File: config.mk
export PLATFORM = sky130hd
export DESIGN_NAME = quadrature_velocity
export DESIGN_NICKNAME = d
export VERILOG_FILES = /design/src/rtl/quadrature_pkg.sv /design/src/rtl/qvel_saturate.sv /design/src/rtl/quadrature_velocity.sv
export SDC_FILE = /design/constraint.sdc
export NUM_CORES = 1
export LEC_CHECK = 0
export BUFFER_PORTS_ARGS = -buffer_cell sky130_fd_sc_hd__clkbuf_2
export CORE_ASPECT_RATIO = 1.25
export CORE_MARGIN = 2
export CORE_UTILIZATION = 55
export CTS_CLUSTER_SIZE = 10
export DETAILED_ROUTE_END_ITERATION = 12
export PLACE_DENSITY = 0.83
export SLEW_MARGIN = 20
export SYNTH_ARGS = -nofsm -noshare
export SYNTH_HDL_FRONTEND = slang
export SYNTH_SLANG_ARGS = --single-unit
File: constraint.sdc
create_clock -name clk -period 4.4 [get_ports clk]
set_input_delay 0.88 -clock clk [delete_from_list [all_inputs] [get_ports clk]]
set_output_delay 0.88 -clock clk [all_outputs]
set_load 0.01 [all_outputs]
File: src/rtl/quadrature_pkg.sv
// Shared constants for the quadrature rate blocks: FSM encodings and default widths.
// Latency: n/a (declarations only).
// Backpressure: n/a (declarations only).
package quadrature_pkg;

   // Default widths of the position count, velocity word and window length
   localparam int COUNT_W       = 32;
   localparam int VEL_W         = 16;
   localparam int WIN_W         = 24;
   localparam int STALL_WINDOWS = 4;

   // Measurement FSM encodings: IDLE, ARM, RUN
   typedef logic [1:0] qvel_state_t;
   localparam qvel_state_t ST_IDLE = 2'd0;
   localparam qvel_state_t ST_ARM  = 2'd1;
   localparam qvel_state_t ST_RUN  = 2'd2;

endpackage : quadrature_pkg

File: src/rtl/qvel_saturate.sv
// Clips a signed IN_W two's-complement value to OUT_W bits and flags when clipping happened.
// Latency: purely combinational.
// Backpressure: none; output follows input every cycle.
module qvel_saturate #(
   parameter int IN_W  = 32,
   parameter int OUT_W = 16
) (
   input  logic [IN_W-1:0]  din,
   output logic [OUT_W-1:0] dout,
   output logic             sat
);

   // The value fits when every bit from the output sign position upward agrees
   logic [IN_W-OUT_W:0] upper;
   logic                fits;

   assign upper = din[IN_W-1:OUT_W-1];
   assign fits  = (&upper) | ~(|upper);

   // Pass the value through when it fits, otherwise clamp towards its sign
   always_comb begin
      dout = din[OUT_W-1:0];
      sat  = 1'b0;
      if (!fits) begin
         sat = 1'b1;
         if (din[IN_W-1]) begin
            dout = {1'b1, {(OUT_W-1){1'b0}}};
         end else begin
            dout = {1'b0, {(OUT_W-1){1'b1}}};
         end
      end
   end

endmodule : qvel_saturate

File: src/rtl/quadrature_velocity.sv
// Samples the decoder position once per window and reports the saturated signed delta as velocity.
// Latency: vel/vel_valid one cycle after each window expiry; first result W+2 edges after enable rises.
// Backpressure: none; vel_valid is a one-cycle strobe. Optional stall detect under QVEL_STALL_DETECT_EN.
module quadrature_velocity #(
   parameter int COUNT_W       = quadrature_pkg::COUNT_W,
   parameter int VEL_W         = quadrature_pkg::VEL_W,
   parameter int WIN_W         = quadrature_pkg::WIN_W,
   parameter int STALL_WINDOWS = quadrature_pkg::STALL_WINDOWS
) (
   input  logic               clk,
   input  logic               reset,
   input  logic [COUNT_W-1:0] count,
   input  logic               enable,
   input  logic [WIN_W-1:0]   window,
   output logic [VEL_W-1:0]   vel,
   output logic               vel_valid,
   output logic               sat,
   output logic               stalled
);

   import quadrature_pkg::*;

   localparam logic [WIN_W-1:0] WIN_ONE = {{(WIN_W-1){1'b0}}, 1'b1};

   qvel_state_t        state_q,     state_d;
   logic [WIN_W-1:0]   timer_q,     timer_d;
   logic [WIN_W-1:0]   win_len_q,   win_len_d;
   logic [COUNT_W-1:0] baseline_q,  baseline_d;
   logic [VEL_W-1:0]   vel_q,       vel_d;
   logic               vel_valid_q, vel_valid_d;
   logic               sat_q,       sat_d;

   // Modular subtraction: counter wrap in either direction still gives the small true delta
   logic [COUNT_W-1:0] delta;
   logic [VEL_W-1:0]   clip_val;
   logic               clip_sat;
   logic               expire;

   assign delta  = count - baseline_q;
   assign expire = enable && (state_q == ST_RUN) && (timer_q == '0);

   qvel_saturate #(
      .IN_W  (COUNT_W),
      .OUT_W (VEL_W)
   ) u_sat (
      .din  (delta),
      .dout (clip_val),
      .sat  (clip_sat)
   );

   // Window FSM: arm captures baseline and length, run counts down and reports at expiry
   always_comb begin
      state_d     = state_q;
      timer_d     = timer_q;
      win_len_d   = win_len_q;
      baseline_d  = baseline_q;
      vel_d       = vel_q;
      sat_d       = sat_q;
      vel_valid_d = 1'b0;

      if (!enable) begin
         // Abort: the window in flight is dropped, outputs keep their last result
         state_d = ST_IDLE;
      end else begin
         case (state_q)
            ST_IDLE: begin
               state_d = ST_ARM;
            end
            ST_ARM: begin
               baseline_d = count;
               win_len_d  = (window == '0) ? WIN_ONE : window;
               timer_d    = win_len_d - WIN_ONE;
               state_d    = ST_RUN;
            end
            ST_RUN: begin
               if (timer_q == '0) begin
                  // The count seen here closes this window and opens the next one
                  baseline_d  = count;
                  timer_d     = win_len_q - WIN_ONE;
                  vel_d       = clip_val;
                  sat_d       = clip_sat;
                  vel_valid_d = 1'b1;
               end else begin
                  timer_d = timer_q - WIN_ONE;
               end
            end
            default: begin
               state_d = ST_IDLE;
            end
         endcase
      end
   end

   // State and result registers, cleared asynchronously
   always_ff @(posedge clk or negedge reset) begin
      if (!reset) begin
         state_q     <= ST_IDLE;
         timer_q     <= '0;
         win_len_q   <= WIN_ONE;
         baseline_q  <= '0;
         vel_q       <= '0;
         vel_valid_q <= 1'b0;
         sat_q       <= 1'b0;
      end else begin
         state_q     <= state_d;
         timer_q     <= timer_d;
         win_len_q   <= win_len_d;
         baseline_q  <= baseline_d;
         vel_q       <= vel_d;
         vel_valid_q <= vel_valid_d;
         sat_q       <= sat_d;
      end
   end

   assign vel       = vel_q;
   assign vel_valid = vel_valid_q;
   assign sat       = sat_q;

`ifdef QVEL_STALL_DETECT_EN
   localparam int ZR_W = $clog2(STALL_WINDOWS + 1);
   localparam logic [ZR_W-1:0] ZR_MAX = ZR_W'(STALL_WINDOWS);

   logic [ZR_W-1:0] zrun_q,    zrun_d;
   logic            stalled_q, stalled_d;

   // Count consecutive zero-delta windows; stalled updates together with vel_valid
   always_comb begin
      zrun_d    = zrun_q;
      stalled_d = stalled_q;
      if (enable && (state_q == ST_ARM)) begin
         zrun_d = '0;
      end else if (expire) begin
         if (delta == '0) begin
            zrun_d = (zrun_q == ZR_MAX) ? zrun_q : zrun_q + 1'b1;
         end else begin
            zrun_d = '0;
         end
         stalled_d = (zrun_d == ZR_MAX);
      end
   end

   // Zero-run counter and stall flag registers
   always_ff @(posedge clk or negedge reset) begin
      if (!reset) begin
         zrun_q    <= '0;
         stalled_q <= 1'b0;
      end else begin
         zrun_q    <= zrun_d;
         stalled_q <= stalled_d;
      end
   end

   assign stalled = stalled_q;
`else
   assign stalled = 1'b0;
`endif

endmodule : quadrature_velocity

==> metrics, run 1 <==
ys async rst share 1.00; DRC Markers 0; critical path required time 4610 ps; DP Wirelength 12.7 mm; Top FF cell, synth dfrtp_1; Slew @ Worst Pin a little under 800 ps; Post-synth EDFFs 0; TritonCTS clock tree built; largest net degree at the start of global routing 48; IO Pins 78; library cells used by synthesis 86; min-delay worst type in2async; Avg Inst Size Synth 9.18 um^2; CTS clk-pin slew, worst paths ~70 ps; Max FO, Critical Path 10; I/O Buffers 76; first-pass iteration count of the detailed router 5; number of diodes 0; sequential area share after synthesis 0.343; Slew headroom 0.475; Die Area ~14000 um^2; post-route minimum period 3820 ps; Placer Congestion between 0.9 and 1; nets@finish 949; Leakage 3.55 nW; WL final 17.2 mm; area grow syn2layout 10.7%; Worst setup EP type flop; Setup CP Type in2reg; Final Hold Fails 0; slowest cell on the critical path a31oi_1; max cap viols 0; syn nets 892; initial antenna violation count 0; clk buf depth 2; Synthesis Warnings 0; Routed wire per std cell 16.7 um; Clock Sinks 100; Die Y 133 um; vias in the first global route 6264; Peak VDD IR 0.329 mV; detailed-route via count between 6000 and 7000; TritonCTS Buffers 9; Root Buffer Master clkbuf_16; Setup Buffers After CTS 0; DR iter-0 viols slightly below 500; layout cells sized above 1 0.238; most common cell after layout, fill and taps aside dfrtp_1; gr usage total 0.250; Core Footprint 13100 um^2; site row count 47; skew final between 10 and 15 ps; Worst-Skew Late Latency about 360 ps; fin crit share 0.867; Synth Cell Area about 7300 um^2; Power Density approximately 600 nW/um^2; Congestion Overflow GR 0; Post-DRT Antenna Nets 0; post-synthesis register bit count 100; cts repair resizes 0; pre-CTS setup slack 260 ps; critical path arrival 4020 ps; achievable clock frequency 262 MHz; crit path launch type primary input; Die W 107 um; final worst slack 583 ps; vias per cell around 6.1; global-route wire length before repair 28.8 mm; setup TNS 0 ps; CTS HTree Levels 3; status finished, final reports clean; most frequent cells in the layout 99 x dfrtp_1, 78 x nand2_1, 75 x clkbuf_2; critical path cell sequence clkbuf_2, inv_1, ha_1, fa_1, nor2b_1, o2111a_1, o2111ai_2, a31oi_1, nor2_1, xor2_1, nand4_1, o31ai_4, buf_4, a22oi_1; Mapped Cells 796; Final Max Tran Viols 0; Setup violations, final 0; RSZ-0062 raised after global routing false; CP max stage delay 420 ps; Post-CTS Hold Buffers 0; initial core utilization 0.557
cells by family (layout without fill, tap and decap cells):
kind of cell    after synthesis  count (layout)  share of synthesized area
compound gates              225             225                      0.227
xor+xnor                     38              38                     0.0455
fa+ha+maj                    37              37                     0.0644
buf+inv                      82             144                     0.0481
flops                       100             100                      0.343
mux                          60              60                     0.0918
other cells                   1               1                   0.000513
simple gates                253             253                      0.180
synth_stat cells, types with 3 or more instances:
library cell | instances | area (um^2)
a211o_1 | 3 | 26.3
a211oi_1 | 3 | 22.5
a21o_1 | 11 | 82.6
a21oi_1 | 54 | 270
a22oi_1 | 4 | 30.0
a22oi_2 | 11 | 138
a311oi_1 | 22 | 193
a31oi_1 | 7 | 43.8
and2_1 | 6 | 37.5
and3_1 | 7 | 43.8
and4_1 | 3 | 26.3
buf_2 | 8 | 40.0
buf_4 | 4 | 30.0
clkbuf_1 | 23 | 86.3
dfrtp_1 | 99 | 2480
ha_1 | 36 | 450
inv_1 | 41 | 154
mux2_2 | 56 | 631
mux2i_1 | 4 | 40.0
nand2_1 | 79 | 297
nand2b_1 | 7 | 43.8
nand3_1 | 22 | 110
nand4_1 | 12 | 75.1
nor2_1 | 49 | 184
nor2b_1 | 3 | 18.8
nor3_1 | 18 | 90.1
nor4_1 | 12 | 75.1
o211ai_1 | 12 | 90.1
o21a_1 | 6 | 45.0
o21ai_0 | 39 | 195
o21ai_1 | 5 | 25.0
o21bai_1 | 15 | 113
o221a_2 | 3 | 33.8
o22a_1 | 3 | 26.3
o31a_1 | 3 | 26.3
or2_2 | 4 | 25.0
or3_1 | 7 | 43.8
or4_1 | 3 | 22.5
xnor2_1 | 23 | 201
xor2_1 | 15 | 131
final cells by class:
class                      count  area (um^2)
fill                        1126         5020
multi-input combinational    614         4460
sequential                   100         2500
timing repair buffer          86          458
clock buffer                  11          243
tap                          171          214
inverter                      42          158
clock inverter                 5         60.1
state kept, by name, summed over array words and instances, names as in the netlist:
| register | cells |
|---|---|
| sat | 1 |
| vel | 16 |
| vel_valid | 1 |
| win_len_q | 24 |
| state_q | 2 |
| timer_q | 24 |
| baseline_q | 32 |
final timing paths:
path / startpoint / to / slack, ps / cells past startpoint
worst max-delay path: count[0] / vel[6] / 580 / 14
worst min-delay path: reset / win_len_q[17] / 470 / 1
worst max register to register: baseline_q[0] / vel[6] / 840 / 12
worst min register to register: baseline_q[0] / baseline_q[0] / 500 / 2
max in group asynchronous: reset / win_len_q[0] / 3090 / 2
min in group clk: baseline_q[0] / baseline_q[0] / 500 / 2
through the flow:
step	total power, mW	cells	util	hold WS (ps)	area, um^2
floorplan	3.52	796	-	454	7310
global placement	3.97	1013	0.594	477	7790
detailed placement	4.05	1013	0.594	491	7790
CTS	4.89	1029	0.617	477	8090
global route	5.29	1029	0.617	494	8090
finish	4.91	1029	0.617	468	8090
worst max-delay path, delay by kind of cell:
| kind | cells | cell delay (ps) |
|---|---|---|
| buf+inv | 3 | 350 |
| compound gates | 5 | 1250 |
| xor+xnor | 1 | 340 |
| simple gates | 3 | 570 |
| fa+ha+maj | 2 | 630 |
report_power, final:
group	switching (mW)	internal, mW
logic	1.50	1.10
registers	0.211	1.27
clock network	0.375	0.459
total	2.08	2.82
layer usage:
layer,track usage,share of wire,up-vias
met5,0,0,-
met4,0.118,0.033,0
met3,0.0433,0.045,46
met2,0.430,0.51,192
met1,0.301,0.41,2972
li1,-,-,3049
Power figures use the tool's default switching activity.
==> run 2: changes to the inputs <==
--- a/config.mk
+++ b/config.mk
@@ -11,6 +11,7 @@
 export CORE_UTILIZATION = 55
 export CTS_CLUSTER_SIZE = 10
 export DETAILED_ROUTE_END_ITERATION = 12
+export MAX_ROUTING_LAYER = met4
 export PLACE_DENSITY = 0.83
 export SLEW_MARGIN = 20
 export SYNTH_ARGS = -nofsm -noshare
==> constraint.sdc (replaced) <==
create_clock -name clk -period 4.4 [get_ports clk]
set_input_delay 0.88 -clock clk [delete_from_list [all_inputs] [get_ports clk]]
set_output_delay 0.88 -clock clk [all_outputs]
set_load 0.1 [all_outputs]
==> run 2 against run 1 <==
Against the previous run:
- hold slack worse by 1.0 ps
- via count hardly changed
- sequential share of layout area unchanged
- sequential power about the same
- critical path depth is the same
- register-to-register slack hardly changed
- fmax about the same
- clock power barely moved
- non-clock buffer count unchanged
- sequential cell count is the same
- power up 0.30%
- global-route usage is 0.73 points higher
- largest cell class unchanged
==> metrics, run 2 (synthesis results as in run 1) <==
status finished, final reports clean; CTS clk-pin slew, worst paths 70 ps; layout cells sized above 1 0.238; worst hold slack 467 ps; detailed-route via count between 6000 and 7000; Worst setup EP type flop; global-route wire length before repair a little under 30 mm; Root Buffer Master clkbuf_16; Die Area 14200 um^2; clk buf depth 2; Setup Buffers After CTS 0; RSZ-0062 raised after global routing false; TritonCTS Buffers 9; Final Max Tran Viols 0; critical path required time between 4000 and 5000 ps; DR iter-0 viols 449; crit path launch type primary input; Die Y 133 um; Finished Layout Cells 1029; final instance area roughly 8100 um^2; max cap viols 0; cts repair resizes 0; vias per cell 6.09; min-delay worst type in2async; I/O Buffers 76; slowest cell on the critical path fa_1; placed inst area 7790 um^2; nets@finish 949; dpl cells 1013; IO Pins a little under 80; R2R setup slack 840 ps; Post-DRT Antenna Nets 0; multi-input logic area 4460 um^2; Die W roughly 110 um; pre-CTS setup slack 260 ps; gr usage total 0.258; Largest Register baseline_q; Leakage 3.55 nW; largest net degree at the start of global routing 48; final worst slack 583 ps; Post-CTS Hold Buffers 0; Setup violations, final 0; site row count 47; most frequent cells in the layout 99 x dfrtp_1, 78 x nand2_1, 75 x clkbuf_2; Finished Core Util 0.617; # fillers 1126; initial antenna violation count 0; max reg flops 32; WL final 17.2 mm; CP max stage delay 410 ps; Congestion Overflow GR 0; skew final 8.80 ps; Slew @ Worst Pin slightly above 800 ps; critical path cell sequence clkbuf_2, inv_1, ha_1, fa_1, nor2b_1, o2111a_1, o2111ai_2, a31oi_1, nor2_1, xor2_1, nand4_1, o31ai_4, buf_4, a22oi_1; Max FO, Critical Path 10; DP Wirelength 12.7 mm; Largest regs baseline_q x32, timer_q x24, win_len_q x24; Clock Sinks 100; area grow syn2layout 10.7%; Routed wire per std cell 16.7 um; Tot Pwr 4.92 mW; fin crit share 0.868; Placer Congestion between 0.9 and 1; initial core utilization 0.557; Worst-Skew Late Latency 360 ps; critical path arrival 4020 ps; first-pass iteration count of the detailed router 5; post-route minimum period 3820 ps; CTS HTree Levels 3; Core Footprint 13100 um^2; most common cell after layout, fill and taps aside dfrtp_1; vias in the first global route 6273; Peak VDD IR roughly 0.33 mV; DRC Markers 0; Power Density 608 nW/um^2; Slew headroom 0.455; TritonCTS clock tree built; Final Hold Fails 0; number of diodes 0; setup TNS 0 ps; Setup CP Type in2reg; FF+latch area 2500 um^2; achievable clock frequency 262 MHz
## run 2: cell counts in the layout (fill, tap and decap cells not counted)
No cell type changed its count.
## run 2: final cells by class
| class | instances | area share |
|---|---|---|
| Tap cell | 171 | 0.0264 |
| Inverter | 42 | 0.0195 |
| Multi-Input combinational cell | 614 | 0.551 |
| Sequential cell | 100 | 0.309 |
| Timing Repair Buffer | 86 | 0.0566 |
| Clock inverter | 5 | 0.00742 |
| Clock buffer | 11 | 0.0300 |
## run 2: where the power goes
group	leakage [nW]	switching (mW)	total [mW]	internal (mW)
clock	0.146	0.375	0.834	0.459
combinational	2.17	1.51	2.61	1.10
sequential	1.23	0.210	1.48	1.27
## run 2: per-layer routing
metal | vias to the layer above | GRT usage | wire length [um]
li1 | 3049 | - | -
met1 | 2972 | 0.301 | 7020
met2 | 193 | 0.430 | 8750
met3 | 49 | 0.0433 | 838
met4 | 0 | 0.118 | 550
met5 | - | - | 0
## run 2: final timing paths
check                         startpoint            end  depth (start not counted)
setup / recovery                count[0]         vel[6]                         14
hold / removal                     reset  win_len_q[14]                          1
setup reg to reg           baseline_q[0]         vel[6]                         12
hold reg to reg            baseline_q[0]  baseline_q[0]                          2
max in group asynchronous          reset   win_len_q[0]                          2
min in group clk           baseline_q[0]  baseline_q[0]                          2
## run 2: worst max-delay path, delay by kind of cell
family,cells,cell delay [ps]
AO/OA/AOI/OAI,5,1240
XOR/XNOR,1,340
adder cells (fa/ha/maj),2,630
buffers and inverters,3,350
AND/OR/NAND/NOR,3,570
==> run 3: changes to the inputs <==
--- a/config.mk
+++ b/config.mk
@@ -13,6 +13,7 @@
 export DETAILED_ROUTE_END_ITERATION = 12
 export MAX_ROUTING_LAYER = met4
 export PLACE_DENSITY = 0.83
+export RECOVER_POWER = 100
 export SLEW_MARGIN = 20
 export SYNTH_ARGS = -nofsm -noshare
 export SYNTH_HDL_FRONTEND = slang
==> run 3 against run 2 <==
Against the previous run:
- the flow now finishes with violations (max-capacitance violations, max-slew violations)
- cell count unchanged
- sequential power about the same
- wire length down 0.17%
- count of clock-buffer cells in the layout did not move
- worst setup slack lost 10 ps
- non-clock buffer count unchanged
- combinational power about the same
- global-route usage unchanged
- sequential cell count is the same
- first-iteration DRC count increased by 6.2%
- critical path type unchanged
- critical endpoint is now vel[1]
- largest power group unchanged
==> metrics, run 3 (synthesis results as in run 1) <==
vias in the first global route ~6300; crit path launch type primary input; WL final approximately 17 mm; initial antenna violation count 0; Clock Sinks 100; CTS HTree Levels 3; Setup violations, final 0; # fillers about 1200; Core Footprint 13100 um^2; failing checks max-capacitance violations, max-slew violations; DP Wirelength 12.7 mm; layout cells sized above 1 0.200; Largest Register baseline_q; detailed-route via count 6273; hold_sp baseline_q[0]; dpl cells 1013; Finished Layout Cells between 1000 and 1500; Placer Congestion a little under 1; achievable clock frequency 261 MHz; largest net degree at the start of global routing 48; Die Area 14200 um^2; critical path required time 4610 ps; TritonCTS clock tree built; site row count 47; clk buf depth 2; skew final 9.31 ps; Setup CP Type in2reg; global-route wire length before repair between 20 and 30 mm; Slew headroom -0.284; gr usage total 0.258; critical path arrival a little over 4000 ps; FF+latch area 2500 um^2; slowest cell on the critical path or4b_1; Largest regs baseline_q x32, timer_q x24, win_len_q x24; most common cell after layout, fill and taps aside dfrtp_1; Worst-Skew Late Latency 360 ps; RSZ-0062 raised after global routing false; critical path cell sequence clkbuf_2, inv_1, ha_1, fa_1, nor2b_1, o2111a_1, o2111ai_1, and3_4, xor2_1, nand4_1, or4b_1, o31ai_4, buf_4, a22oi_1; Post-DRT Antenna Nets 0; max cap viols 3; max reg flops 32; nets@finish 949; DR iter-0 viols 477; min-delay worst type reg2reg; multi-input logic area 4410 um^2; I/O Buffers 76; vias per cell ~6.1; reg-to-reg startpoint baseline_q[0]; Power Density 612 nW/um^2; Root Buffer Master clkbuf_16; Slew @ Worst Pin 1930 ps; Congestion Overflow GR 0; DRC Markers 0; CTS clk-pin slew, worst paths 70 ps; Setup Buffers After CTS 0; CP max stage delay about 560 ps; post-route minimum period 3830 ps; TritonCTS Buffers 9; worst hold slack 498 ps; Worst setup EP type flop; Routed wire per std cell 16.7 um; Leakage roughly 3.5 nW; Peak VDD IR roughly 0.33 mV; Die Y approximately 130 um; number of diodes 0; area grow syn2layout 9.57%; first-pass iteration count of the detailed router 5; Post-CTS Hold Buffers 0; Finished Core Util 0.611; crit path launch count[0]; Final Max Tran Viols 105; IO Pins 78; most frequent cells in the layout 99 x dfrtp_1, 79 x nand2_1, 57 x clkbuf_2; status finished with violations; initial core utilization 0.557; fin crit share 0.870; setup TNS 0 ps; Die W 107 um; Final Hold Fails 0; Max FO, Critical Path 10; cts repair resizes 0
-- run 3: cell count changes in the layout (fill, tap and decap cells not counted), sizes merged --
cell / change
buf: -5
clkbuf: +5
-- run 3: per-layer routing --
metal  part of all wire  GRT usage  routed length (um)
met1               0.41      0.301                7110
met2               0.51      0.430                8710
met3              0.045     0.0433                 763
met4              0.032      0.118                 555
met5                  0          -                   0
-- run 3: path summary, 6_finish.rpt --
path                                   to  slack [ps]  cells after the start
max in group asynchronous  baseline_q[13]         920                      2
min in group asynchronous   win_len_q[14]        1050                      1
setup / recovery                   vel[1]         570                     14
hold / removal              baseline_q[0]         500                      2
setup reg to reg                   vel[1]         830                     12
hold reg to reg             baseline_q[0]         500                      2
-- run 3: cell type report --
type,count,area share
inverter,42,0.0197
timing repair buffer,86,0.0520
clock buffer,11,0.0303
sequential,100,0.313
multi-input combinational,614,0.551
clock inverter,5,0.00750
tap,171,0.0267
-- run 3: critical path: cells and delay by family --
kind                       cells  cell delay (ps)
AOI/OAI and AO/OA              4              860
xor gates and xnor gates       1              180
adders and majority gates      2              630
buffers and inverters          3              330
and+or+nand+nor                4             1150
-- run 3: through the flow --
step	instance area (um^2)	worst slack (ps)	total power [mW]
6_report	8010	573	4.90
4_1_cts	8090	587	4.91
2_1_floorplan	7310	617	3.53
3_3_place_gp	7790	318	3.98
5_1_grt	8010	276	5.29
3_5_place_dp	7790	260	4.06
-- run 3: where the power goes --
part	internal (mW)	total, mW	switching (mW)
sequential	1.27	1.48	0.212
clock	0.459	0.833	0.373
combinational	1.09	2.59	1.50
